===== src/rtl/fan_btn_conditioner.sv =====
// Push-button conditioner: per-channel synchronizer, debounce filter and
// press/short/long classifier emitting registered single-cycle pulses.

module fan_btn_chan #(
  parameter int DEBOUNCE_CYC = 1_000_000,
  parameter int LONG_CYC     = 100_000_000
) (
  input  logic clk,
  input  logic reset_p,
  input  logic raw,
  output logic level,
  output logic press_pulse,
  output logic short_pulse,
  output logic long_pulse
);
  localparam int DW = $clog2(DEBOUNCE_CYC) + 1;
  localparam int HW = $clog2(LONG_CYC) + 1;
  localparam logic [DW-1:0] DEB_LAST  = DW'(DEBOUNCE_CYC - 1);
  localparam logic [HW-1:0] HOLD_LAST = HW'(LONG_CYC - 1);
  localparam logic [HW-1:0] HOLD_MAX  = '1;

  typedef enum logic [1:0] {RELEASED, PRESSED, LONG_HELD} state_t;

  logic          sync1, sync2, deb;
  logic [DW-1:0] deb_cnt;
  logic [HW-1:0] hold;
  state_t        state;
  logic          rise, fall;

  // deb is the filtered level; level is its registered copy, so a
  // deb/level mismatch marks the single cycle an edge was accepted.
  always_ff @(posedge clk) begin
    if (reset_p) begin
      sync1   <= 1'b0;
      sync2   <= 1'b0;
      deb     <= 1'b0;
      deb_cnt <= '0;
    end else begin
      sync1 <= raw;
      sync2 <= sync1;
      if (sync2 == deb) begin
        deb_cnt <= '0;
      end else if (deb_cnt == DEB_LAST) begin
        deb     <= ~deb;
        deb_cnt <= '0;
      end else begin
        deb_cnt <= deb_cnt + 1'b1;
      end
    end
  end

  assign rise = deb & ~level;
  assign fall = ~deb & level;

  always_ff @(posedge clk) begin
    if (reset_p) begin
      state       <= RELEASED;
      level       <= 1'b0;
      hold        <= '0;
      press_pulse <= 1'b0;
      short_pulse <= 1'b0;
      long_pulse  <= 1'b0;
    end else begin
      level       <= deb;
      press_pulse <= 1'b0;
      short_pulse <= 1'b0;
      long_pulse  <= 1'b0;
      case (state)
        RELEASED: if (rise) begin
          state       <= PRESSED;
          press_pulse <= 1'b1;
          hold        <= '0;
        end
        PRESSED: begin
          if (hold != HOLD_MAX) hold <= hold + 1'b1;
          // a release landing on the long edge is reported as short
          if (fall) begin
            state       <= RELEASED;
            short_pulse <= 1'b1;
          end else if (hold == HOLD_LAST) begin
            state      <= LONG_HELD;
            long_pulse <= 1'b1;
          end
        end
        LONG_HELD: if (fall) state <= RELEASED;
        default: state <= RELEASED;
      endcase
    end
  end
endmodule

module fan_btn_conditioner #(
  parameter int N_BTN        = 4,
  parameter int DEBOUNCE_CYC = 1_000_000,
  parameter int LONG_CYC     = 100_000_000
) (
  input  logic             clk,
  input  logic             reset_p,
  input  logic [N_BTN-1:0] btn_raw,
  output logic [N_BTN-1:0] btn_level,
  output logic [N_BTN-1:0] btn_pedge,
  output logic [N_BTN-1:0] btn_short,
  output logic [N_BTN-1:0] btn_long
);
  for (genvar i = 0; i < N_BTN; i++) begin : g_chan
    fan_btn_chan #(
      .DEBOUNCE_CYC(DEBOUNCE_CYC),
      .LONG_CYC    (LONG_CYC)
    ) u_chan (
      .clk        (clk),
      .reset_p    (reset_p),
      .raw        (btn_raw[i]),
      .level      (btn_level[i]),
      .press_pulse(btn_pedge[i]),
      .short_pulse(btn_short[i]),
      .long_pulse (btn_long[i])
    );
  end
endmodule


===== config.mk =====
export PLATFORM = sky130hd
export DESIGN_NAME = fan_btn_conditioner
export DESIGN_NICKNAME = d
export VERILOG_FILES = /design/src/rtl/fan_btn_conditioner.sv
export SDC_FILE = /design/constraint.sdc
export NUM_CORES = 1
export LEC_CHECK = 0
export CELL_PAD_IN_SITES_DETAIL_PLACEMENT = 1
export CELL_PAD_IN_SITES_GLOBAL_PLACEMENT = 1
export CORE_MARGIN = 3
export CORE_UTILIZATION = 40
export DETAILED_ROUTE_END_ITERATION = 6
export MAX_ROUTING_LAYER = met4
export PLACE_DENSITY = 0.67
export SLEW_MARGIN = 20
export SYNTH_ARGS = -nofsm -noshare
export SYNTH_HDL_FRONTEND = slang
export SYNTH_SLANG_ARGS = --single-unit

===== constraint.sdc =====
create_clock -name clk -period 2.8 [get_ports clk]
set_clock_uncertainty 0.05 [all_clocks]
set_input_delay 0.28 -clock clk [delete_from_list [all_inputs] [get_ports clk]]
set_output_delay 0.28 -clock clk [all_outputs]
set_load 0.01 [all_outputs]

After elaboration in Yosys (flattened, before gate mapping)
Cells that the tools add are included.
W data, S select, Z words.
- add/subtract/negate cells: 8
- eq/ne operators: 40
- mux-type cells: 44
- bitwise operators: 28
- reduce and logical (&&, ||, !) cells: 36
- operator list (kind ; count):
    $mux W28 ; 8
    $pmux W28 S2 ; 4
    $add A28 B1 Y28 const B ; 4
    $eq A28 B27 Y1 const B ; 4
    $ne A28 B28 Y1 const B ; 4
    $add A21 B1 Y21 const B ; 4
    $eq A21 B20 Y1 const B ; 4
    $mux W2 ; 16
    $ne A2 B1 Y1 const B ; 12
    $pmux W2 S3 ; 4
    $reduce_and A3 Y1 ; 8
    $reduce_or A3 Y1 ; 8
    $not A1 Y1 ; 20
    $reduce_or A2 Y1 ; 8
    $mux W1 ; 12
    $ne A3 B1 Y1 const B ; 4
    $and A1 B1 Y1 ; 8
    $eq A2 B1 Y1 const B ; 4
    $eq A2 B2 Y1 const B ; 4
    $logic_not A2 Y1 ; 4
    $reduce_and A2 Y1 ; 4
    $reduce_bool A2 Y1 ; 4
    $eq A1 B1 Y1 ; 4
- register bits: 232
- input port bits: 6
- output and inout port bits: 16
- logic and storage cells: 196

Depth between registers and ports, before layout
- depth after elaboration: 4
- depth in mapped cells: 8
- mapped depth without buffers: 6

Modules after synthesis
From an unflattened synthesis, not the netlist that was laid out.
- cell total of the unflattened synthesis: 1352
- area, all modules: 11225.8 um^2
- modules (own cells, without submodules) (module ; instances ; cells each ; area an instance (um^2) ; seq. area each (um^2)):
    fan_btn_chan (g_chan[0].u_chan ...) ; 2 ; 336 ; 2780.2 ; 1161.1
    fan_btn_chan (g_chan[3].u_chan) ; 1 ; 338 ; 2842.7 ; 1161.1
    fan_btn_chan (g_chan[1].u_chan) ; 1 ; 342 ; 2822.7 ; 1161.1

Worst setup path after synthesis
No wires, ideal clock.
- path kind: reg-to-reg
- from: reg g_chan[1].u_chan.hold[0]
- to: reg g_chan[1].u_chan.hold[11]
- setup time: 0.122 ns
- arrival time: 1.960 ns
- data required time: 2.628 ns
- setup slack: 0.668 ns
- cell stages (with the launch flop): 7
- buffers on the path: 0
- clock period less this slack: 2.132 ns
- cell sequence: dfxtp_1 ha_1 nand3_1 or4_4 o21ai_4 nor3_1 a311o_1
- longest elaborated chain between the ends: 3
- elaborated cells between the ends (all ways): 6
- those cells by class: add/sub: 1; eq/ne: 2; mux: 2; reduce/logical: 1
- ends and longest elaborated chain (element ; RTL line ; text):
    from (decl) ; 26 ; logic [HW-1:0] hold;
    from (signal assigned) ; 75 ; if (hold != HOLD_MAX) hold <= hold + 1'b1;
    $add A28 B1 Y28 or $ne A28 B28 Y1 (tied branches) ; 75 ;
    $mux W28 or $ne A2 B1 Y1 (tied branches) ; n/a ;
    $pmux W28 S2 or $reduce_and A3 Y1 (tied branches) ; n/a ;
Parallel ways exist; a longest one is shown, timed or not. The select of a mux whose other input is x is not followed.
A chain may end at the register's enable or synchronous reset.

Worst setup path in the final report
- from: reg g_chan[1].u_chan.hold[21]
- to: reg g_chan[1].u_chan.hold[25]
The elaborated chain is that of the path after synthesis.

==> results.sh <==
export IMPL_outcome="completed"
export IMPL_avgRoutedWirePerCell_um=17.6
export IMPL_count_of_pins_over_their_slew_limit=0
export IMPL_avgViaCountPerCell=5.78
export IMPL_dpl_hpwl_um=21500
export IMPL_filler_cell_count=3367
export IMPL_ctsResizeCount=0
export IMPL_multi_input_area_um2=6340
export IMPL_grt_pass1_wl_um=53200
export IMPL_cts_htree_levels=1
export IMPL_critical_path_max_stage_delay_ps=610
export IMPL_cellLeakagePower_nw=4.44
export IMPL_synth_seq_cells=232
export IMPL_grt_pass1_vias=10401
export IMPL_post_synth_cell_area_avg_um2=8.42
export IMPL_detailroute_via_count=10353
export IMPL_rows=61
export IMPL_antenna_diode_count=0
export IMPL_worst_setup_path_start_kind="flop"
export IMPL_clk_path_buf_depth=3
export IMPL_final_cell_area_um2=13100
export IMPL_clock_fmax_mhz=398
export IMPL_synthDominantCellAreaShare_pct=40.5
export IMPL_crit_fanout=9
export IMPL_totalWireLength_um=31500
export IMPL_dpl_worst_slack_ps=306
export IMPL_critical_path_arrival_ps=2890
export IMPL_unrepaired_setup_endpoints_after_global_routing="no"
export IMPL_crit_end="g_chan[1].u_chan.hold[25]"
export IMPL_die_w_um=175
export IMPL_antenna_found_initial=0
export IMPL_worst_slew_margin_rel_pct=37.2
export IMPL_critical_path_slowest_cell="nor4_1"
export IMPL_worst_setup_path_end_kind="flop"
export IMPL_initial_cell_density_of_the_core_pct=40.9
export IMPL_hold_buffers=0
export IMPL_sinks_on_clock_net=232
export IMPL_path_clk_slew_ps=60
export IMPL_max_cap_check_violation_count=0
export IMPL_design_die_area_um2=30700
export IMPL_power_share_clock_pct=52.2
export IMPL_grt_start_max_net_pins=51
export IMPL_synthArstFlopShare_pct=0
export IMPL_timing_worst_slew_pin_value_ps=942
export IMPL_r2r_start="g_chan[1].u_chan.hold[21]"
export IMPL_min_delay_path_class="primary input to flop"
export IMPL_grt_remaining_overflow=0
export IMPL_synthCells=1361
export IMPL_antenna_left=0
export IMPL_postLayoutCoreUtil_pct=46.8
export IMPL_crit_type="flop to flop"
export IMPL_net_switching_power_mw=1.48
export IMPL_dpl_cell_area_um2=12100
export IMPL_crit_start="g_chan[1].u_chan.hold[21]"
export IMPL_intPower_mw=5.67
export IMPL_top_level_ports=22
export IMPL_timing_hold_violations_final=0
export IMPL_synthToLayoutAreaGrowth_pct=14.4
export IMPL_reg2reg_slack_ps=290
export IMPL_setup_viol_count_final=0
export IMPL_place_gp_congestion=0.856
export IMPL_drive_above_1_share_pct=8.99
export IMPL_sequentialPowerShare_pct=46.4
export IMPL_synthTopCellsByArea="dfxtp_1 41%, nor2_1 5.2%, nand3_1 4.4%"
export IMPL_rr_endpoint="g_chan[1].u_chan.hold[25]"
export IMPL_combinationalPowerShare_pct=1.5
export IMPL_post_route_drc_count=0
export IMPL_power_density_over_cell_area_nw_per_um2=546
export IMPL_switching_portion_of_total_power_pct=20.7
export IMPL_synth_distinct_cells=75
export IMPL_postSynthNetCount=1375
export IMPL_synth_edff_count=0
export IMPL_drt_iter0_drc=554
export IMPL_synth_top_flop_cell="dfxtp_1"
export IMPL_cts_buffers=28
export IMPL_worst_path_cell_trace="nand4_1 -> nor4_1 -> a21oi_1 -> buf_4 -> o211a_1 -> a211o_1"
export IMPL_crit_required_ps=3170
export IMPL_synth_yosys_seq_area_share_pct=40.5
export IMPL_cts_tree="yes"
export IMPL_syn_area_um2=11500
export IMPL_worst_skew_pair_late_latency_ps=540
export IMPL_die_h_um=175
export IMPL_totalNegativeSetupSlack_ps=0
export IMPL_port_buffers=21
export IMPL_cts_setup_buffers=0
export IMPL_timing_final_crit_share_pct=89.8
export IMPL_area_sequential_um2=4640
export IMPL_yosysWarnings=0
export IMPL_gr_usage_all_layers_pct=20.9
export IMPL_placeable_area_um2=28000
export IMPL_post_route_worst_setup_slack_ps=287
export IMPL_layout_nets=1405
export IMPL_synth_top_area_cell="dfxtp_1"
export IMPL_final_min_clock_period_ps=2510
export IMPL_largest_voltage_drop_on_the_vdd_net_mv=0.521
export IMPL_root_buf_cell="clkbuf_16"
export IMPL_drt_first_pass_iters=6
export IMPL_number_of_cells_traversed_by_the_worst_register_to_register_path=6
cell usage in the layout, fill, tap and decap left out, types with 19 or more instances in the layout:
| cell type | instances |
|---|---|
| a31oi_1 | 21 |
| nand2_1 | 100 |
| nand4_1 | 69 |
| clkdlybuf4s50_1 | 20 |
| buf_4 | 47 |
| xnor2_1 | 47 |
| and3_1 | 35 |
| nor2_1 | 158 |
| nand3_1 | 101 |
| xor2_1 | 40 |
| o21ai_0 | 29 |
| clkbuf_16 | 29 |
| a21oi_1 | 44 |
| nor4_1 | 44 |
| inv_1 | 29 |
| nor3_1 | 51 |
| and4_1 | 19 |
| dfxtp_1 | 232 |
power by group through the flow:
stage               clock, mW  combinational [mW]  sequential [mW]
floorplan                   0              0.0645             3.38
global placement            0               0.105             3.39
detailed placement          0               0.106             3.39
CTS                      3.85               0.107             3.31
global route             3.97               0.115             3.31
finish                   3.73               0.105             3.31
synthesized netlist by cell type (12+ instances only):
library cell	instances
xor2_1	40
buf_4	18
or3_1	17
a41oi_1	13
a31oi_1	21
clkbuf_1	32
nand4_1	69
inv_1	29
and3_1	35
nor2b_1	16
buf_2	16
nor3_1	51
nor2_1	158
a21o_1	18
o21ai_0	29
and4_1	19
o22ai_1	12
nor4_1	44
nand2b_1	17
a22o_1	17
nand3_1	101
a21oi_1	44
dfxtp_1	232
mux2i_1	13
xnor2_1	47
nand2_1	100
kinds of logic after synthesis:
family / Yosys count / synth area share (%)
AOI/OAI and AO/OA: 233 / 14.6
and+or+nand+nor: 688 / 31.9
adders and majority gates: 8 / 0.874
muxes: 14 / 1.23
xor gates and xnor gates: 87 / 6.65
buffers and inverters: 99 / 4.15
DFF: 232 / 40.5
worst max-delay path, delay by kind of cell, from the launching register on:
family	cells	cell delay (ps)
buffers and inverters	1	280
AOI/OAI and AO/OA	3	770
and+or+nand+nor	2	860
DFF	1	440
worst min-delay path by stage:
stage	end	cells past startpoint	startpoint	slack, ps
floorplan	g_chan[0].u_chan.sync1	1	btn_raw[0]	360
global placement	g_chan[2].u_chan.sync2	1	g_chan[2].u_chan.sync1	370
detailed placement	g_chan[1].u_chan.sync2	1	g_chan[1].u_chan.sync1	380
CTS	g_chan[1].u_chan.deb	3	reset_p	170
global route	g_chan[3].u_chan.deb	3	reset_p	190
finish	g_chan[3].u_chan.deb	3	reset_p	180
layer usage:
metal / share of wire, % / global-route usage (%) / routed length [um]
met5: 0 / - / 0
met3: 2.9 / 2.59 / 915
met4: 2.3 / 5.09 / 729
met1: 48 / 27.3 / 15100
met2: 47 / 34.6 / 14700
layout make-up:
cell class	count	share of cell area, %
Tap cell	378	3.61
Clock buffer	45	6.46
Timing Repair Buffer	69	4.41
Inverter	30	0.860
Sequential cell	232	35.5
Clock inverter	6	0.802
Multi-Input combinational cell	1030	48.4
per-stage QoR:
step | hold WS, ps | total power, mW | cells
floorplan | 358 | 3.45 | 1361
global placement | 367 | 3.49 | 1739
detailed placement | 383 | 3.49 | 1739
CTS | 166 | 7.27 | 1790
global route | 192 | 7.40 | 1790
finish | 178 | 7.15 | 1790
sequential cells by signal, summed over array words and instances (netlist names):
signal / cells
g_chan.u_chan.deb: 4
g_chan.u_chan.deb_cnt: 84
g_chan.u_chan.hold: 112
g_chan.u_chan.level: 4
g_chan.u_chan.long_pulse: 4
g_chan.u_chan.press_pulse: 4
g_chan.u_chan.short_pulse: 4
g_chan.u_chan.state: 8
g_chan.u_chan.sync1: 4
g_chan.u_chan.sync2: 4
No activity file was read; power rests on OpenSTA's default activity.
